$ cat config.mk
export PLATFORM = sky130hd
export DESIGN_NAME = spi_master
export DESIGN_NICKNAME = d
export VERILOG_FILES = /design/src/rtl/spi_master.sv
export SDC_FILE = /design/constraint.sdc
export NUM_CORES = 1
export LEC_CHECK = 0
export CORE_MARGIN = 4
export CORE_UTILIZATION = 55
export DETAILED_ROUTE_END_ITERATION = 12
export HOLD_SLACK_MARGIN = 0.05
export PLACE_DENSITY = 0.85
export REMOVE_ABC_BUFFERS = 1
export SYNTH_ARGS = -nofsm -noshare
export SYNTH_HDL_FRONTEND = slang
export SYNTH_SLANG_ARGS = --single-unit
$ cat constraint.sdc
create_clock -name clk -period 5.7 [get_ports clk]
set_input_delay 1.14 -clock clk [delete_from_list [all_inputs] [get_ports clk]]
set_output_delay 1.14 -clock clk [all_outputs]
set_load 0.02 [all_outputs]
$ cat src/rtl/spi_master.sv
// SPI master, mode 0 (CPOL=0, CPHA=0), MSB first, one byte per start.
// Ports: clk, ar (async reset), start/tx_data/last in; ready, rx_data,
// rx_valid out; sck, mosi, cs (active low) to the bus; miso from the bus.
module spi_master #(
   parameter int CLK_DIV = 4
) (
   input  logic       clk,
   input  logic       ar,
   input  logic       start,
   input  logic [7:0] tx_data,
   input  logic       last,
   output logic       ready,
   output logic [7:0] rx_data,
   output logic       rx_valid,
   output logic       sck,
   output logic       mosi,
   input  logic       miso,
   output logic       cs
);

   typedef enum logic [2:0] {
      IDLE, SETUP, LOW, HIGH, WAIT, HOLD, GAP
   } state_t;

   localparam logic [7:0] DIV_M1 = 8'(CLK_DIV - 1);

   state_t     state_q, state_d;
   logic [7:0] cnt_q, cnt_d;
   logic [2:0] bcnt_q, bcnt_d;
   logic [7:0] txsr_q, txsr_d;
   logic [7:0] rxsr_q, rxsr_d;
   logic       last_q, last_d;
   logic [7:0] rx_data_d;
   logic       rx_valid_d;
   logic       sck_d, mosi_d, cs_d;
   logic       done;

   assign done  = (cnt_q == DIV_M1);
   assign ready = (state_q == IDLE) || (state_q == WAIT);

   always_ff @(posedge clk or posedge ar) begin
      if (ar) begin
         state_q  <= IDLE;
         cnt_q    <= 8'd0;
         bcnt_q   <= 3'd0;
         txsr_q   <= 8'd0;
         rxsr_q   <= 8'd0;
         last_q   <= 1'b0;
         rx_data  <= 8'd0;
         rx_valid <= 1'b0;
         sck      <= 1'b0;
         mosi     <= 1'b0;
         cs       <= 1'b1;
      end else begin
         state_q  <= state_d;
         cnt_q    <= cnt_d;
         bcnt_q   <= bcnt_d;
         txsr_q   <= txsr_d;
         rxsr_q   <= rxsr_d;
         last_q   <= last_d;
         rx_data  <= rx_data_d;
         rx_valid <= rx_valid_d;
         sck      <= sck_d;
         mosi     <= mosi_d;
         cs       <= cs_d;
      end
   end

   // Half-period counter restarts from zero on every state change.
   always_comb begin
      state_d    = state_q;
      cnt_d      = cnt_q + 8'd1;
      bcnt_d     = bcnt_q;
      txsr_d     = txsr_q;
      rxsr_d     = rxsr_q;
      last_d     = last_q;
      rx_data_d  = rx_data;
      rx_valid_d = 1'b0;
      sck_d      = sck;
      mosi_d     = mosi;
      cs_d       = cs;
      case (state_q)
         IDLE: begin
            cnt_d = 8'd0;
            if (start) begin
               txsr_d  = tx_data;
               last_d  = last;
               mosi_d  = tx_data[7];
               cs_d    = 1'b0;
               state_d = SETUP;
            end
         end
         SETUP: begin
            if (done) begin
               cnt_d   = 8'd0;
               state_d = LOW;
            end
         end
         LOW: begin
            if (done) begin
               cnt_d   = 8'd0;
               sck_d   = 1'b1;
               rxsr_d  = {rxsr_q[6:0], miso};
               state_d = HIGH;
            end
         end
         HIGH: begin
            if (done) begin
               cnt_d = 8'd0;
               sck_d = 1'b0;
               if (bcnt_q == 3'd7) begin
                  bcnt_d     = 3'd0;
                  rx_data_d  = rxsr_q;
                  rx_valid_d = 1'b1;
                  state_d    = last_q ? HOLD : WAIT;
               end else begin
                  bcnt_d  = bcnt_q + 3'd1;
                  mosi_d  = txsr_q[6];
                  txsr_d  = {txsr_q[6:0], 1'b0};
                  state_d = LOW;
               end
            end
         end
         WAIT: begin
            cnt_d = 8'd0;
            // Back-to-back byte: cs already low, go straight to LOW.
            if (start) begin
               txsr_d  = tx_data;
               last_d  = last;
               mosi_d  = tx_data[7];
               state_d = LOW;
            end
         end
         HOLD: begin
            if (done) begin
               cnt_d   = 8'd0;
               cs_d    = 1'b1;
               state_d = GAP;
            end
         end
         GAP: begin
            if (done) begin
               cnt_d   = 8'd0;
               state_d = IDLE;
            end
         end
         default: begin
            cnt_d   = 8'd0;
            state_d = IDLE;
         end
      endcase
   end

endmodule

---- Word-level counts from Yosys, hierarchy flattened ----
Cells that the tools add are included.
storage, ports and cells
  bits in registers ....................... 42
cells by class
  $add $sub $neg .......................... 2
  equal/unequal tests ..................... 17
  reduce and logical (&&, ||, !) cells .... 15
  muxes and demuxes ....................... 29
operator list
  kind                                                  count
  2-to-1 mux 3 bit                                      9
  2-to-1 mux 7 bit                                      3
  case mux 3 bit (7 select lines)                       1
  2-to-1 mux 8 bit                                      2
  != test 2 bit (second input constant)                 8
  case mux 7 bit (2 select lines)                       1
  equality test 3 bit (second input constant)           4
  2-to-1 mux 1 bit                                      10
  AND reduction 3 bit                                   3
  adder 8 x 1 -> 8 bit (second input constant)          1
  equality test 8 x 2 -> 1 bit (second input constant)  1
  AND reduction 7 bit                                   1
  equality test 3 x 2 -> 1 bit (second input constant)  2
  case mux 1 bit (2 select lines)                       3
  AND reduction 2 bit                                   3
  nonzero test 2 bit                                    3
  OR reduction 5 bit                                    1
  AND reduction 4 bit                                   1
  adder 3 x 1 -> 3 bit (second input constant)          1
  equality test 3 x 1 -> 1 bit (second input constant)  1
  logical NOT 3 bit                                     1
  != test 2 x 1 -> 1 bit (second input constant)        1
  OR reduction 2 bit                                    1
  logical OR 1 bit                                      1

---- Logic depth before layout (Yosys ltp) ----
  word-level depth ........................ 4
  depth in mapped cells ................... 6
  mapped depth without buffers ............ 5

---- Worst setup path before layout ----
OpenSTA, ideal clock, no wires.
  kind .................................... flip-flop to output port
  from .................................... register state_q[0]
  to ...................................... output ready
  path slack .............................. 3.392 ns
  path buffers ............................ 2
  arrival ................................. 1.168 ns
  data required time ...................... 4.560 ns
  stages on the path, launching flop included .. 4
  path through ............................ dfrtp_1 -> clkbuf_1 -> nor2_1 -> clkbuf_1
between the ends
  cells in the longest elaborated chain, start to end .. 2
RTL lines
  element                                                          line  text
  from (decl)                                                      27    state_t state_q, state_d;
  from (signal assigned)                                           55    state_q <= state_d;
  equality test 3 bit / logical NOT 3 bit (equally long branches)  39    assign ready = (state_q == IDLE) || (state_q == WAIT);
  logical OR 1 bit *                                               39
  to (decl)                                                        12    output logic ready,
Every way passes the cells marked *; elsewhere a longest branch is shown, timed or not.

---- Worst setup path after layout ----
Same ends and word-level chain as after synthesis.

==> metrics.txt <==
Reg2Reg Depth 5; Synth Cell Area 1880 sq um; core area about 3200 sq um; IO Pins 26; total routed wirelength approximately 3400 um; CP Data Required Time ~4.6 ns; post-CTS setup buffers 0; hpwl dp around 2400 um; Seq/Total Area, Yosys 56.0%; Via Count 1,226; VDD IR max around 0.29 mV; Total GRT Usage 18.3%; crit end category output port; Achievable Freq between 0.3 and 0.4 GHz; placed cells 209; Post-synth ARST share between 90% and 100%; htree depth 2; first-pass GRT wire length 5980 um; HP Class register to register; Worst-path clk slew about 0.12 ns; CTS Sinks 42; CP Class register to output port; post-layout util between 70% and 80%; layout cells sized above 1 between 20% and 30%; initial antenna violation count 0; Levels on crit path 3; Critical path origin state_q[0]; Power, Total 0.000939 W; CTS Hold Bufs 0; Root Driver clkbuf_4; Fillers between 200 and 250; MaxCap Viol Count 0; Avg Synthesized Cell Area roughly 13 sq um; Power Dens Cells about 420 nW/um^2; CP Launch Type register; Initial DRC Count approximately 70; Crit-path slowest cell clkdlybuf4s50_1; CTS max path bufs 2; post-route cell area roughly 2300 sq um; remaining global-route overflow 0; largest net degree at the start of global routing between 40 and 50; initial core utilization 59.6%; Max FO, Critical Path 13; Hold Fails Final Rpt 0; Initial DRT Pass Iterations 4; slew margin rel. 63.4%; main flop type after synthesis dfrtp_1; Seq cells post-synth 42; Final Skew 0.0144 ns; leakage around 1.1 nW; end of the worst register-to-register path rxsr_q[0]; crit share post-route 52.4%; CP delay by family, top buffers and inverters; Avg WL per Cell roughly 16 um; worst slew pin tran ~0.55 ns; Synth Instances 143; fin cells roughly 220; Clk Latency, worst-skew pair 0.36 ns; CTS tree yes; Nets approximately 190; YS warnings 0; Buffers & Inverters on Critical Path 2; Reg2Reg Launch Point cnt_q[0]; CTS resizes 0; unrepaired setup endpoints after global routing no; reg2reg setup slack approximately 3.3 ns; die area about 4400 sq um; Final ANT Viol Nets 0; number of global-route vias before repair approximately 1,300; final worst path period need 2.98 ns; Area Growth Syn to Fin 20.1%; antenna cells 0; CP endpoint ready; # DRC 0; max incr delay on CP approximately 0.63 ns; outcome complete, no violations; Data arrival, critical path roughly 1.8 ns; CTS Buf Count 5; drt via density approximately 5.7; Synth cell types 34; port bufs 25; Post-Place Cell Area 2180 sq um; gp weighted congestion roughly 0.74; Setup-failing EPs final 0; final-report max-slew violation count 0; Die W 66.5 um; post-route setup TNS 0 ns; EDFF count, synth 0; die height between 60 and 70 um; # rows 20; CP cell instances nor2_1 -> buf_4 -> clkdlybuf4s50_1
-- cell usage in the layout, fill, tap and decap left out, types with 2 or more instances in the layout --
master | Yosys | layout
xor2_1 | 4 | 4
xnor2_1 | 2 | 2
nor2_1 | 10 | 10
o21ai_0 | 3 | 3
mux2_2 | 25 | 25
nand3_1 | 3 | 3
a21oi_1 | 5 | 5
dfrtp_1 | 41 | 41
nor3_1 | 2 | 2
clkbuf_4 | 0 | 5
and2_1 | 2 | 2
ha_1 | 3 | 3
inv_1 | 4 | 4
nand2_1 | 6 | 6
nand4_1 | 2 | 2
clkdlybuf4s50_1 | 0 | 25
mux2_4 | 8 | 8
and3_1 | 3 | 3
buf_4 | 1 | 2
-- cells by family (layout without fill, tap and decap cells) --
family          count (synthesis)  after routing  synth area share, %
flops                          42             42                 56.0
buf+inv                         9             38                 2.06
fa+ha+maj                       3              3                 2.00
mux                            33             33                 21.4
simple gates                   34             34                 10.2
xor+xnor                        6              6                 2.79
compound gates                 16             16                 5.59
-- where the power goes --
part | leakage (nW) | switching (W) | total, W | internal, W
sequential | 0.548 | 0.0000715 | 0.000449 | 0.000377
combinational | 0.494 | 0.000136 | 0.000297 | 0.000161
clock | 0.0443 | 0.0000908 | 0.000193 | 0.000102
-- layer usage --
layer	GRT usage [%]	share of wire, %	up-vias
met5	0	0	-
met4	6.35	1.1	0
met3	5.73	5.9	6
met2	32.7	55	39
met1	20.4	38	619
li1	-	-	562
-- worst min-delay path by stage --
stage | to | cells past startpoint | slack [ns] | startpoint
after floorplan | cnt_q[0] | 1 | 0.45 | cnt_q[0]
after global placement | cnt_q[0] | 1 | 0.46 | cnt_q[0]
after detailed placement | cnt_q[0] | 1 | 0.48 | cnt_q[0]
after CTS | cnt_q[0] | 1 | 0.50 | cnt_q[0]
after global routing | cnt_q[0] | 1 | 0.53 | cnt_q[0]
final | cnt_q[0] | 1 | 0.51 | cnt_q[0]
-- registers in the layout, indices dropped and copies added (netlist names) --
| signal | cells |
|---|---|
| state_q | 3 |
| cnt_q | 8 |
| rxsr_q | 8 |
| cs | 1 |
| rx_valid | 1 |
| mosi | 1 |
| txsr_q | 7 |
| bcnt_q | 3 |
| last_q | 1 |
| rx_data | 8 |
| sck | 1 |
-- metrics by stage --
stage / hold WS (ns) / worst slack, ns
2_1_floorplan: 0.448 / 3.39
3_3_place_gp: 0.463 / 3.11
3_5_place_dp: 0.484 / 3.04
4_1_cts: 0.500 / 2.72
5_1_grt: 0.533 / 2.61
6_report: 0.512 / 2.72
-- cells in the mapped netlist, drive strengths merged (3+ instances only) --
cell type | n | share of area, %
clkbuf | 3 | 0.60
nand3 | 3 | 0.80
and3 | 3 | 1.0
nor3 | 3 | 1.1
dfrtp | 41 | 55
xor2 | 4 | 1.9
nor2 | 10 | 2.0
a21oi | 5 | 1.3
inv | 4 | 0.80
o21ai | 3 | 0.80
nand2 | 7 | 1.5
mux2 | 33 | 21
ha | 3 | 2.0
-- final cells by class --
type	count	area, sq um	area share [%]
Sequential cell	42	1050	46.6
Tap cell	44	55.1	2.44
Clock buffer	6	51.3	2.27
Multi-Input combinational cell	92	790	35.0
Clock inverter	1	30.0	1.33
Timing Repair Buffer	27	265	11.7
Inverter	4	15.0	0.665
Note: power is estimated with default switching activity, not from simulation.
